<file path="src/rtl/clk_div_monitor.sv">
// Measures period and high time of a divided clock in source-clock cycles,
// flags ratio/duty errors against EXP_DIV and raises stall when toggling stops.
`timescale 1ns/1ps
module clk_div_monitor #(
  parameter int CNT_W   = 8,
  parameter int EXP_DIV = 7,
  parameter int TIMEOUT = 200
) (
  input  logic             clk,
  input  logic             rst,
  input  logic             div_in,
  output logic [CNT_W-1:0] period_out,
  output logic [CNT_W-1:0] high_out,
  output logic             meas_valid,
  output logic             freq_ok,
  output logic             duty_ok,
  output logic             stall,
  output logic [7:0]       err_cnt
);

  localparam logic [CNT_W-1:0] CNT_MAX = {CNT_W{1'b1}};
  localparam logic [CNT_W-1:0] CNT_ONE = {{(CNT_W-1){1'b0}}, 1'b1};
  localparam logic [CNT_W-1:0] EXP_V   = CNT_W'(EXP_DIV);
  localparam logic [CNT_W-1:0] TO_V    = CNT_W'(TIMEOUT);

  typedef enum logic [1:0] {
    IDLE    = 2'd0,
    ARMED   = 2'd1,
    STALLED = 2'd2
  } state_t;

  state_t           state_r;
  logic             s1_r, s2_r, s3_r;
  logic             rise_s;
  logic [CNT_W-1:0] period_cnt_r, high_cnt_r;
  logic [CNT_W-1:0] period_nxt_s, high_nxt_s;
  logic             freq_s, duty_s;
  logic [7:0]       err_nxt_s;

  // |2*hi - per| <= 1, evaluated one bit wider so 2*hi cannot overflow.
  function automatic logic duty_within(input logic [CNT_W-1:0] per,
                                       input logic [CNT_W-1:0] hi);
    logic [CNT_W:0] twice, per_w, diff;
    twice = {hi, 1'b0};
    per_w = {1'b0, per};
    if (twice >= per_w) diff = twice - per_w;
    else                diff = per_w - twice;
    return (diff <= {{CNT_W{1'b0}}, 1'b1});
  endfunction

  // Two-flop synchronizer plus one delay flop for rise detection.
  always_ff @(posedge clk or negedge rst) begin
    if (!rst) begin
      s1_r <= 1'b0;
      s2_r <= 1'b0;
      s3_r <= 1'b0;
    end else begin
      s1_r <= div_in;
      s2_r <= s1_r;
      s3_r <= s2_r;
    end
  end

  // Next-count, classification and error-count arithmetic.
  always_comb begin
    rise_s = s2_r & ~s3_r;
    if (rise_s) begin
      period_nxt_s = CNT_ONE;
      high_nxt_s   = CNT_ONE;
    end else begin
      if (period_cnt_r == CNT_MAX) period_nxt_s = CNT_MAX;
      else                         period_nxt_s = period_cnt_r + CNT_ONE;
      if (!s2_r || high_cnt_r == CNT_MAX) high_nxt_s = high_cnt_r;
      else                                high_nxt_s = high_cnt_r + CNT_ONE;
    end
    freq_s = (period_cnt_r == EXP_V);
    duty_s = duty_within(period_cnt_r, high_cnt_r);
    if (freq_s && duty_s)       err_nxt_s = err_cnt;
    else if (err_cnt == 8'hFF)  err_nxt_s = err_cnt;
    else                        err_nxt_s = err_cnt + 8'd1;
  end

  // Free-running period and high-time counters, restarted on each rise.
  always_ff @(posedge clk or negedge rst) begin
    if (!rst) begin
      period_cnt_r <= {CNT_W{1'b0}};
      high_cnt_r   <= {CNT_W{1'b0}};
    end else begin
      period_cnt_r <= period_nxt_s;
      high_cnt_r   <= high_nxt_s;
    end
  end

  // Measurement FSM with registered result, status and stall outputs.
  always_ff @(posedge clk or negedge rst) begin
    if (!rst) begin
      state_r    <= IDLE;
      period_out <= {CNT_W{1'b0}};
      high_out   <= {CNT_W{1'b0}};
      meas_valid <= 1'b0;
      freq_ok    <= 1'b0;
      duty_ok    <= 1'b0;
      stall      <= 1'b0;
      err_cnt    <= 8'd0;
    end else begin
      meas_valid <= 1'b0;
      case (state_r)
        IDLE: begin
          if (rise_s) state_r <= ARMED;
        end
        ARMED: begin
          // A rise in the timeout cycle still counts as a valid measurement.
          if (rise_s) begin
            period_out <= period_cnt_r;
            high_out   <= high_cnt_r;
            meas_valid <= 1'b1;
            freq_ok    <= freq_s;
            duty_ok    <= duty_s;
            err_cnt    <= err_nxt_s;
          end else if (period_cnt_r >= TO_V) begin
            state_r <= STALLED;
            stall   <= 1'b1;
          end
        end
        STALLED: begin
          if (rise_s) begin
            state_r <= ARMED;
            stall   <= 1'b0;
          end
        end
        default: begin
          state_r <= IDLE;
          stall   <= 1'b0;
        end
      endcase
    end
  end

endmodule

</file>
<file path="config.mk">
export PLATFORM = sky130hd
export DESIGN_NAME = clk_div_monitor
export DESIGN_NICKNAME = d
export VERILOG_FILES = /design/src/rtl/clk_div_monitor.sv
export SDC_FILE = /design/constraint.sdc
export NUM_CORES = 1
export LEC_CHECK = 0
export ABC_CLOCK_PERIOD_IN_PS = 4160
export CAP_MARGIN = 20
export CORE_ASPECT_RATIO = 1.5
export CORE_MARGIN = 2
export CORE_UTILIZATION = 57
export DETAILED_ROUTE_END_ITERATION = 10
export HOLD_SLACK_MARGIN = 0.03
export PLACE_DENSITY_LB_ADDON = 0.2
export RECOVER_POWER = 50
export SLEW_MARGIN = 25
export SYNTH_ARGS = -nofsm -noshare
export SYNTH_HDL_FRONTEND = slang
export SYNTH_SLANG_ARGS = --single-unit
</file>
<file path="constraint.sdc">
create_clock -name clk -period 4.16 [get_ports clk]
set_input_delay 1.248 -clock clk [delete_from_list [all_inputs] [get_ports clk]]
set_output_delay 1.248 -clock clk [all_outputs]
set_load 0.1 [all_outputs]
</file>
==> impl_results.md <==
- Status: finished, violations left
- Violated checks: max-capacitance violations, max-slew violations
- Placed cell area: 3270 um2
- Fmax: 0.301 GHz
- Crit path kind: register to register
- PD cells: 735 nW/um2
- Netlist cell types: 59
- Avg Vias per Cell: 5.75
- Worst EP required: 4.36 ns
- Yosys reg bits: 49
- Placed Cells incl. Taps: 398
- DRC: 0
- Tcrit/Tclk final: 0.797
- Worst Setup End Kind: register
- CP Data Arrival Time: 3.51 ns
- CP max stage delay: 0.47 ns
- Num ports: 31
- Min Clock Period, post-route: 3.32 ns
- Final Hold Fails: 0
- WL final: 6570 um
- WL/cell: 16.2 um
- Grt ovf: 0
- H-tree depth: 2
- Max Clock Skew: 0.00514 ns
- Setup violations, final: 0
- Layout cells sized above 1: 0.0799
- Crit path max-delay family: simple AND/OR/NAND/NOR gates
- Vias in the first global route: 2361
- Die W: 62.5 um
- Setup tns final: 0 ns
- Maximum number of pins on one net before global-route repair: 35
- Die Ht: 91.8 um
- WP buf/inv: 1
- Hold Buf Count CTS: 0
- Pre-CTS setup slack: 0.865 ns
- Initial DRT Pass Iterations: 4
- Row cnt: 32
- P&R area growth vs syn: 16.1%
- YS warnings: 0
- Final core utilization: 0.674
- Pins over their slew limit: 29
- Commonest cells in the netlist: dfrtp_1, nand2_1, nor2_1, o21ai_0, inv_1
- Clk root buf: clkbuf_8
- Max Cap Viol: 1
- CTS Sinks: 49
- Post-synth ARST share: 1.00
- CP cell instances: inv_1 > ha_1 > fa_1 > nor3_2 > a22oi_4 > and2_1 > nor4_2 > o311ai_1 > nor4_4 > nor2b_2 > mux2_4
- # Post-CTS Setup Buffers: 0
- CTS tree: done
- Post-Syn Area: 2930 um2
- Crit Path Max Fanout: 8
- DR iter-0 viols: 112
- RSZ-0062 raised after global routing: no
- Worst skew pair latency: 0.30 ns
- Global Route Usage Sum: 0.246
- Hold Crit Class: register to register
- Syn Area/Cell: 9.54 um2
- Post-synth EDFFs: 0
- Vias: 2336
- P_leak: 1.54 nW
- Largest area contributor in the netlist: dfrtp_1
- Initial antenna violation count: 0
- Fin area: 3400 um2
- R2R setup slack: 0.84 ns
- Least-Margin Pin Slew: 1.57 ns
- Core Area: 5040 um2
- Max IR drop VDD: 0.593 mV
- IO Port Bufs: 30
- Slew margin rel.: -0.0496
- Die ar.: 5740 um2
- Number of fillers in the final layout: 431
- Top post-synthesis cells by area: dfrtp_1, ha_1, nand2_1, o21ai_0, nor2_1
- Count leader, synth: dfrtp_1
- Share of the synthesized area in the top cell type: 0.419
- Slowest CP cell: fa_1
- Gpl congestion: 0.921
- Deepest clock path buffer count: 2
- Leading register cell type out of synthesis: dfrtp_1
- Sequential share of the synthesized area: 0.419
- Antenna viol nets, final: 0
- CTS clk-pin slew, worst paths: 0.09 ns
- Antenna Cells: 0
- Setup slack after layout: 0.843 ns
- Starting density of the core: 0.581
- Final Non-Filler Cells: 406
- Crit start category: register
- Post-CTS resize count: 0
- Detailed Place HPWL: 4940 um
- Syn nets: 330
- Post-Syn Instances: 307
- First-pass GRT wire length: 11100 um
- CTS buffer count: 5
- Final #Nets: 360
## final cells by class
type                       count  area [um2]  area share
timing repair buffer          33         309      0.0909
clock inverter                 3        65.1      0.0191
sequential                    49        1230       0.361
tap                           68        85.1      0.0250
clock buffer                   5        68.8      0.0202
multi-input combinational    229        1570       0.463
inverter                      19        71.3      0.0210
## placed cells by master (no fill, tap or decap), types with 2 or more instances in the layout
cell type        instances
a21oi_1                 12
nand2b_1                 6
a22oi_1                  3
bufinv_16                2
nor2_1                  22
nor2b_1                  3
o21ai_0                 21
dfrtp_1                 49
o211ai_1                 3
a31oi_1                  6
or2_2                    2
nand3_1                  7
clkbuf_8                 5
xnor2_1                  9
clkbuf_1                 3
nand3b_1                 2
nand4_1                  8
mux2i_1                  2
mux2_2                   2
inv_1                   19
and2_1                   3
a221oi_1                 2
a21o_1                   4
a211oi_1                 4
clkdlybuf4s50_1         28
nand2_1                 37
xor2_1                   9
fa_1                     2
nor3_1                   8
and4_1                   2
ha_1                    18
and3_1                   3
## kinds of logic after synthesis
group	synth area share
muxes	0.0196
buffers and inverters	0.0440
xor gates and xnor gates	0.0538
DFF	0.419
AOI/OAI and AO/OA	0.167
adders and majority gates	0.0906
and+or+nand+nor	0.206
## registers in the layout, indices dropped and copies added, names as in the netlist
name	count
period_cnt_r	8
stall	1
freq_ok	1
meas_valid	1
s1_r	1
state_r	2
err_cnt	8
high_cnt_r	8
s2_r	1
duty_ok	1
period_out	8
s3_r	1
high_out	8
## per-layer routing
layer / track usage / vias up / part of all wire
li1: - / 1128 / -
met1: 0.290 / 1142 / 0.42
met2: 0.440 / 51 / 0.52
met3: 0.0356 / 15 / 0.035
met4: 0.106 / 0 / 0.030
met5: 0 / - / 0
## final timing paths
check	startpoint	end	cells past startpoint
worst max register to register	period_cnt_r[1]	err_cnt[1]	11
min in group asynchronous	rst	freq_ok	1
worst max-delay path	period_cnt_r[1]	err_cnt[1]	11
max in group asynchronous	rst	high_cnt_r[2]	2
worst min-delay path	s1_r	s2_r	0
worst min register to register	s1_r	s2_r	0
## per-stage QoR
stage	hold slack, ns	power, mW
global route	0.373	2.64
CTS	0.369	2.50
finish	0.365	2.50
detailed placement	0.343	2.10
floorplan	0.331	1.81
global placement	0.338	2.09
## power by group
group          total [mW]  switching [mW]  internal [mW]
registers           0.651          0.0927          0.558
clock network       0.397           0.159          0.239
logic                1.45           0.977          0.474
total                2.50            1.23           1.27
(Power assumes the default switching activity.)
